## src/rtl/note_player_pkg.sv

```systemverilog
// Shared types and constants for the note player: state encoding, note word layout, step table.
package note_player_pkg;

    localparam int unsigned NOTE_W   = 6;
    localparam int unsigned DUR_W    = 6;
    localparam int unsigned STEP_W   = 20;
    localparam int unsigned DATA_W   = 16;
    localparam int unsigned NOTE_LSB = 10;
    localparam int unsigned DUR_LSB  = 4;

    localparam logic [NOTE_W-1:0] REST_NOTE = '0;

    typedef enum logic [1:0] {
        ST_IDLE   = 2'd0,
        ST_PLAY   = 2'd1,
        ST_FINISH = 2'd2
    } state_e;

    // Equal-tempered steps: one 12-entry base octave, doubled per octave above note 1.
    function automatic logic [STEP_W-1:0] step_lookup(input logic [NOTE_W-1:0] note);
        logic [NOTE_W-1:0] idx;
        logic [2:0]        oct;
        logic [3:0]        semi;
        logic [STEP_W-1:0] base;
        logic [STEP_W-1:0] result;
        idx  = note - NOTE_W'(1);
        oct  = 3'(idx / NOTE_W'(12));
        semi = 4'(idx % NOTE_W'(12));
        case (semi)
            4'd0:    base = STEP_W'(1000);
            4'd1:    base = STEP_W'(1059);
            4'd2:    base = STEP_W'(1122);
            4'd3:    base = STEP_W'(1189);
            4'd4:    base = STEP_W'(1260);
            4'd5:    base = STEP_W'(1335);
            4'd6:    base = STEP_W'(1414);
            4'd7:    base = STEP_W'(1498);
            4'd8:    base = STEP_W'(1587);
            4'd9:    base = STEP_W'(1682);
            4'd10:   base = STEP_W'(1782);
            4'd11:   base = STEP_W'(1888);
            default: base = '0;
        endcase
        if (note == REST_NOTE) begin
            result = '0;
        end else begin
            result = base << oct;
        end
        return result;
    endfunction

endpackage

```

## src/rtl/note_player_frequency_rom.sv

```systemverilog
// Synchronous step-size ROM, one cycle latency; output forced to 0 when not enabled.
module frequency_rom
    import note_player_pkg::*;
(
    input  logic              clk,
    input  logic              reset,
    input  logic              en,
    input  logic [NOTE_W-1:0] addr,
    output logic [STEP_W-1:0] data
);

    logic [STEP_W-1:0] data_d;
    logic [STEP_W-1:0] data_q;

    always_comb begin
        data_d = '0;
        if (en) begin
            data_d = step_lookup(addr);
        end
    end

    always_ff @(posedge clk or negedge reset) begin
        if (!reset) begin
            data_q <= '0;
        end else begin
            data_q <= data_d;
        end
    end

    assign data = data_q;

endmodule

```

## src/rtl/note_player.sv

```systemverilog
// Holds one note from the sequencer for its duration in beats and drives the tone step size.
module note_player
    import note_player_pkg::*;
(
    input  logic              clk,
    input  logic              reset,
    input  logic              play_enable,
    input  logic              beat,
    input  logic              new_note,
    input  logic [DATA_W-1:0] note_data,
    output logic              note_done,
    output logic [NOTE_W-1:0] note_out,
    output logic [STEP_W-1:0] step_size,
    output logic              busy,
    output logic              load_new_note
);

    state_e            state_q, state_d;
    logic [DUR_W-1:0]  rem_q, rem_d;
    logic [NOTE_W-1:0] note_q, note_d;
    logic              busy_q, busy_d;
    logic              load_q, load_d;
    logic              done_q, done_d;

    logic [NOTE_W-1:0] in_note;
    logic [DUR_W-1:0]  in_dur;
    logic              unused_rsvd;

    assign in_note     = note_data[NOTE_LSB +: NOTE_W];
    assign in_dur      = note_data[DUR_LSB +: DUR_W];
    assign unused_rsvd = ^note_data[DUR_LSB-1:0];

    // Done is raised on entering FINISH from PLAY, or on leaving it when a zero-length note skipped PLAY.
    always_comb begin
        state_d = state_q;
        rem_d   = rem_q;
        note_d  = note_q;
        load_d  = 1'b0;
        done_d  = 1'b0;
        case (state_q)
            ST_IDLE: begin
                if (new_note) begin
                    note_d  = in_note;
                    rem_d   = in_dur;
                    load_d  = 1'b1;
                    state_d = (in_dur == '0) ? ST_FINISH : ST_PLAY;
                end
            end
            ST_PLAY: begin
                if (beat && play_enable && (rem_q != '0)) begin
                    rem_d = rem_q - DUR_W'(1);
                    if (rem_q == DUR_W'(1)) begin
                        state_d = ST_FINISH;
                        done_d  = 1'b1;
                    end
                end
            end
            ST_FINISH: begin
                state_d = ST_IDLE;
                note_d  = REST_NOTE;
                done_d  = !done_q;
            end
            default: begin
                state_d = ST_IDLE;
                note_d  = REST_NOTE;
                rem_d   = '0;
            end
        endcase
        busy_d = (state_d != ST_IDLE);
    end

    always_ff @(posedge clk or negedge reset) begin
        if (!reset) begin
            state_q <= ST_IDLE;
            rem_q   <= '0;
            note_q  <= REST_NOTE;
            busy_q  <= 1'b0;
            load_q  <= 1'b0;
            done_q  <= 1'b0;
        end else begin
            state_q <= state_d;
            rem_q   <= rem_d;
            note_q  <= note_d;
            busy_q  <= busy_d;
            load_q  <= load_d;
            done_q  <= done_d;
        end
    end

    // Gate on the next busy value so the step drops to 0 as the player returns to IDLE.
    frequency_rom u_rom (
        .clk   (clk),
        .reset (reset),
        .en    (play_enable && busy_d),
        .addr  (note_q),
        .data  (step_size)
    );

    assign note_done     = done_q;
    assign note_out      = note_q;
    assign busy          = busy_q;
    assign load_new_note = load_q;

endmodule

```

## config.mk

```make
export PLATFORM = sky130hd
export DESIGN_NAME = note_player
export DESIGN_NICKNAME = d
export VERILOG_FILES = /design/src/rtl/note_player_pkg.sv /design/src/rtl/note_player_frequency_rom.sv /design/src/rtl/note_player.sv
export SDC_FILE = /design/constraint.sdc
export NUM_CORES = 1
export LEC_CHECK = 0
export CORE_ASPECT_RATIO = 1.5
export CORE_MARGIN = 3
export CORE_UTILIZATION = 49
export DETAILED_ROUTE_END_ITERATION = 7
export PLACE_DENSITY = 0.78
export SYNTH_ARGS = -nofsm -noshare
export SYNTH_HDL_FRONTEND = slang
export SYNTH_SLANG_ARGS = --single-unit
```

## constraint.sdc

```tcl
create_clock -name clk -period 4.2 [get_ports clk]
set_input_delay 0.42 -clock clk [delete_from_list [all_inputs] [get_ports clk]]
set_output_delay 0.42 -clock clk [all_outputs]
set_load 0.01 [all_outputs]
```

; ---- After elaboration in Yosys (flattened, before gate mapping)
; Memories as Yosys holds them, arrays and structs flattened.
; Index checks and enable logic that the tools add are counted.
[word_totals]
register_bits = 37
rom_bits = 176
in_bits = 21
output_inout_bits = 29
memories = 1
[op_classes]
n_addsub = 2
div_mod_pow = 2
eq_ne = 5
shifts = 1
muxes = 18
bitwise = 2
reduce_logical = 11
[memory_table]
columns = memory, words, word_bits, rd, rd_ports_with_merged_regs, wr, line
row1 = (name not given), 16, 11, 1, 0, 0, note_player_pkg.sv:29  ; case (semi)
[op_table]
columns = op, n
row1 = 2-to-1 mux 20 bit, 3
row2 = << shifter 20 x 3 -> 20 bit, 1
row3 = 2-to-1 mux 6 bit, 3
row4 = one-hot mux 6 bit (3 select lines), 1
row5 = zero test 6 bit, 2
row6 = one-hot mux 6 bit (2 select lines), 1
row7 = subtractor 6 x 1 -> 6 bit (second input constant), 2
row8 = 2-to-1 mux 2 bit, 4
row9 = divider 6 x 4 -> 6 bit (second input constant), 1
row10 = == test 6 x 1 -> 1 bit (second input constant), 1
row11 = modulo 6 x 4 -> 6 bit (second input constant), 1
row12 = nonzero test 6 bit, 1
row13 = 2-to-1 mux 1 bit, 4
row14 = inequality test 2 bit (second input constant), 2
row15 = one-hot mux 2 bit (2 select lines), 1
row16 = logical AND 1 bit, 3
row17 = AND reduction 3 bit, 1
row18 = == test 2 x 1 -> 1 bit (second input constant), 1
row19 = == test 2 bit (second input constant), 1
row20 = zero test 2 bit, 1
row21 = NOT 1 bit, 2
row22 = one-hot mux 1 bit (2 select lines), 1
row23 = AND reduction 2 bit, 1
row24 = nonzero test 2 bit, 1
row25 = zero test 1 bit, 1

; ---- Logic depth before layout (Yosys ltp)
; Gate-level depths: netlist of the first run.
[depth]
depth_word = 10
mapped_depth = 22

; ---- By module
; Synthesis of the first run repeated with hierarchy kept, for this count alone.
[hier_totals]
hier_cells = 355
hier_area_um2 = 3000.4
[by_module_without_submodules]
columns = mod, n_inst, cells_per_inst, area_per_inst_um2, seq_area_each_um2
row1 = frequency_rom, 1, 241, 1926.8, 450.4
row2 = note_player, 1, 114, 1073.5, 425.4

; ---- Worst setup path before layout of the first run
; Ideal clock, no wire load.
[synth_timing]
path_kind = reg2reg
start = register note_q[0], in the netlist note_out[0]
end = register u_rom.data_q[8], in the netlist u_rom.data[8]
setup_time_ps = 78
arrival_ps = 4403
setup_slack_ps = -281
stages_incl_launch_ff = 20
path_cell_list = dfrtp_1 -> buf_6 -> inv_1 -> ha_1 -> or3b_4 -> xnor2_1 -> ha_1 -> clkbuf_8 -> clkinv_1 -> o21ai_1 -> nand2_4 -> inv_4 -> buf_6 -> ha_1 -> or2b_2 -> a2111oi_1 -> a311oi_2 -> and3_4 -> a2111o_1 -> a21oi_1
[synth_between]
elab_chain_len = 7
elab_cells_between_ends = 9
classes_between = 1 x add/sub / 2 x div / 1 x shift / 3 x mux / 1 x reduce/logical / 1 x memory
[synth_rtl]
columns = element, line
row1 = start: declaration, note_player.sv:20  ; logic [NOTE_W-1:0] note_q, note_d;
row2 = start signal: assignment, note_player.sv:83  ; note_q <= note_d;
row3 = subtractor 6 x 1 -> 6 bit, note_player_pkg.sv:26  ; idx = note - NOTE_W'(1);
row4 = modulo 6 x 4 -> 6 bit, note_player_pkg.sv:28  ; semi = 4'(idx % NOTE_W'(12));
row5 = memory read (16 x 11 bit), -
row6 = 2-to-1 mux 20 bit, note_player_frequency_rom.sv:17  ; if (en) begin
row7 = << shifter 20 x 3 -> 20 bit, note_player_pkg.sv:47  ; result = base << oct;
row8 = 2-to-1 mux 20 bit *, note_player_pkg.sv:44  ; if (note == REST_NOTE) begin
row9 = 2-to-1 mux 20 bit *, note_player_frequency_rom.sv:17
row10 = net u_rom.data_d[8], note_player_frequency_rom.sv:12  ; logic [STEP_W-1:0] data_d;
row11 = end signal: assignment, note_player_frequency_rom.sv:26  ; data_q <= data_d;
row12 = end: declaration, note_player_frequency_rom.sv:13  ; logic [STEP_W-1:0] data_q;
; The timed path passes the listed nets; every way through them passes the cells marked *. The select of a mux whose other input is x is not followed.
; A chain may end at the register's enable or synchronous reset.

; ---- Final worst setup path of the first run
[layout_timing]
start = register note_q[1], in the netlist note_out[1]
end = register u_rom.data_q[8], in the netlist u_rom.data[8]
; The elaborated chain is that of the path after synthesis.

==> reports/metrics.cfg, run 1 <==
[sta]
worstMarginPinSlew_ps=828
skew_ps=5.86
setup_viol=0
slew_viol_final=0
slew-limit-headroom=0.448
rsz0062_at_grt=false
clock.fmax_ghz=0.249
period_share=0.956
setup-tns-final_ps=0
hold_viol=0
finalCriticalPeriod_ps=4020

[drt]
dr_total_vias=2864
drc=0
wl_per_cell_um=16.3
drt_wl_total_um=7630
drt-met1-wl_um=2890
final_antenna_net_count=0
firstDrtPassIters=4
dr.first_iter.drc_count=255
top_layer=met4
dr_wl_met2_um=4150
vias_per_cell=6.13
dr_wl_met3_um=296

[die]
start_util=0.520
core_area_um2=5660
dieArea_um2=6990
die_y_um=101
die_width_um=69.3
ios=50
placementRows=33

[final_layout]
syn2layout_area_growth_pct=24.2
drive_gt1_frac=0.191
final_net_count=431
antennaDiodeCount=0
fill_cells=479

[synthesis]
synth_seq_area_share=0.298
synth_edf_count=0
syn_area_um2=2940
synthXorXnorAreaFrac=0.00595
ys_seq_elements=35
synthFlopType=dfrtp_1
ys.warnings.count=0
synth.distinct_cells=81
syn_avg_cell_area_um2=8.43
netlist_instances=349
synthSimpleGateAreaFrac=0.225
synth.area.mux_share=0.0247
synth_adder_area_share=0.0553
synth_compound_area_frac=0.294
async_reset_ff_frac=1.00
synth_top_family_by_area=compound AO/OA/AOI/OAI gates

[worst_setup_path]
critPathMaxFanout=6
crit_chain=inv_4 > ha_4 > or3b_4 > xnor2_2 > ha_1 > inv_2 > o31ai_2 > a41o_4 > nand2_4 > inv_4 > ha_4 > or4_4 > a221oi_4 > a311oi_2 > and3_4 > a2111o_1 > a21oi_1
r2r-start=note_out[1]
cp_num_buf_inv=3
arrival_ps=4230
crit_type=reg -> reg
slowest_delay_ps=610
reg2reg_setup_slack_ps=180
r2r_end=u_rom.data[8]
start_kind=flip-flop
cpLargestDelayFamily=simple AND/OR/NAND/NOR gates
cp.required_ps=4410
critPathSlowestCell=or4_4
rr_worst_depth=17
end_kind=flip-flop

[global_route]
antenna_found_initial=0
grt_pass1_wl_um=12700
track_usage=0.221
grt_max_degree=36
overflow=0
grt_pass1_vias=2764

[outcome]
status=complete, no violations

[clock_network]
hold_buffers=0
numCtsBuffers=5
cts_root_buf=clkbuf_8
clk-insertion-delay-late_ps=290
cts_tree=done
clk_pin_slew_worst_paths_ps=80
cts.sinks=35
clock_path_buffers=2
htreeDepth=2

[placed_design]
io_buffers=43
gp_congestion=0.912
hpwl_um=5850

[worst_hold_path]
hp-class=in -> async

[job]
max_cap_violations=0

==> routing by layer <==
| layer | vias up | global-route usage |
|---|---|---|
| met1 | 1354 | 0.230 |
| met3 | 22 | 0.0369 |
| met4 | 0 | 0.111 |
| li1 | 1401 | - |
| met2 | 87 | 0.421 |
| met5 | - | 0 |
==> flip-flops by register name (all words and copies together) (netlist names) <==
signal	flops
u_rom.data	18
note_out	6
rem_q	6
state_q	2
busy	1
load_new_note	1
note_done	1
==> worst max path at each step <==
stage	startpoint	end	slack, ps	depth (start not counted)
after floorplan	note_out[0]	u_rom.data[13]	8	22
after global placement	note_out[1]	u_rom.data[8]	100	17
after detailed placement	note_out[1]	u_rom.data[9]	80	17
after CTS	note_out[1]	u_rom.data[8]	50	17
after global routing	note_out[0]	u_rom.data[8]	0.2	17
final	note_out[1]	u_rom.data[8]	180	17
==> Yosys cell counts (all sizes together), types with 4 or more instances <==
master | instances | share of area
nand3 | 9 | 0.015
or4 | 4 | 0.010
nor2b | 6 | 0.013
a31oi | 4 | 0.0085
o21ai | 35 | 0.060
nor4 | 6 | 0.013
a21o | 4 | 0.011
inv | 16 | 0.021
o31ai | 5 | 0.014
nand2 | 29 | 0.040
nor3b | 4 | 0.010
a311oi | 4 | 0.016
and2 | 4 | 0.0089
a211oi | 10 | 0.026
buf | 15 | 0.043
ha | 13 | 0.055
mux2i | 5 | 0.017
dfrtp | 35 | 0.30
a221oi | 4 | 0.014
nor3 | 11 | 0.019
a21oi | 24 | 0.041
clkbuf | 13 | 0.027
or2 | 5 | 0.011
nor2 | 23 | 0.029
or3 | 4 | 0.0089
==> worst reg2reg max path, cell delays in order, from the launching register on <==
cell      delay, ps
dfrtp_2         460
inv_4           100
ha_4            120
or3b_4          420
xnor2_2         160
ha_1            310
inv_2            80
o31ai_2          70
a41o_4          270
nand2_4          80
inv_4            40
ha_4            160
or4_4           610
a221oi_4        270
a311oi_2         90
and3_4          190
a2111o_1        400
a21oi_1         120
==> cell usage in the layout, fill, tap and decap left out, types with 3 or more instances in the layout <==
| cell type | synthesis | layout |
|---|---|---|
| nand3_1 | 9 | 9 |
| a32oi_1 | 3 | 3 |
| a21oi_1 | 24 | 23 |
| or2_2 | 5 | 5 |
| o21ai_0 | 34 | 34 |
| mux2i_1 | 5 | 5 |
| buf_4 | 4 | 25 |
| nor3b_1 | 4 | 4 |
| nor4_1 | 6 | 5 |
| nor2_1 | 23 | 23 |
| clkbuf_8 | 3 | 5 |
| a211oi_1 | 10 | 9 |
| nor3_1 | 11 | 11 |
| nand2_1 | 28 | 27 |
| o22ai_1 | 3 | 3 |
| a21o_1 | 3 | 3 |
| nor2b_1 | 6 | 6 |
| a31oi_1 | 4 | 4 |
| dfrtp_1 | 35 | 33 |
| and2_1 | 3 | 3 |
| nand2b_1 | 3 | 3 |
| clkdlybuf4s50_1 | 0 | 43 |
| o31ai_1 | 4 | 3 |
| or3_1 | 3 | 3 |
| or4_1 | 4 | 3 |
| inv_1 | 15 | 12 |
| ha_1 | 13 | 11 |
==> logic make-up (layout without fill, tap and decap cells) <==
group / after synthesis / in the layout
multiplexers: 7 / 7
AO/OA/AOI/OAI: 123 / 123
flip-flops: 35 / 35
other: 1 / 2
AND/OR/NAND/NOR: 122 / 122
buffers and inverters: 46 / 93
XOR/XNOR: 2 / 2
adder cells (fa/ha/maj): 13 / 13
==> repair_timing <==
action | CTS | global route
gates resized for setup | 0 | 11
hold endpoints to repair | 0 | 0
endpoints found under the setup margin | 0 | 13
setup buffers | 0 | 5
==> per-stage QoR <==
stage          cells  utilization  instance area (um^2)  hold slack [ps]  setup WS, ps
2_1_floorplan    350            -                  3010              124          8.00
3_3_place_gp     455        0.615                  3480              490          96.2
3_5_place_dp     455        0.615                  3480              526          80.5
4_1_cts          462        0.630                  3560              543          47.8
5_1_grt          467        0.646                  3650              579         0.213
6_report         467        0.646                  3650              548           183
==> area by class of cell <==
cell class,count,area [um^2],area share
tap,70,87.6,0.0240
clock buffer,5,68.8,0.0188
inverter,17,73.8,0.0202
multi-input combinational,269,1890,0.518
timing repair buffer,69,638,0.175
sequential,35,878,0.240
clock inverter,2,13.8,0.00377
Power of run 1 is not shown: default switching activity piles up to over one toggle a cycle in this logic, so the estimate is an artifact.
==> inputs of run 2 (changes only) <==
--- a/config.mk
+++ b/config.mk
@@ -5,6 +5,7 @@
 export SDC_FILE = /design/constraint.sdc
 export NUM_CORES = 1
 export LEC_CHECK = 0
+export CAP_MARGIN = 20
 export CORE_ASPECT_RATIO = 1.5
 export CORE_MARGIN = 3
 export CORE_UTILIZATION = 49
==> results of run 2 <==
Final layout, timing and power as in run 1 (identical DEF).
Power of run 2 is left out for the same reason.
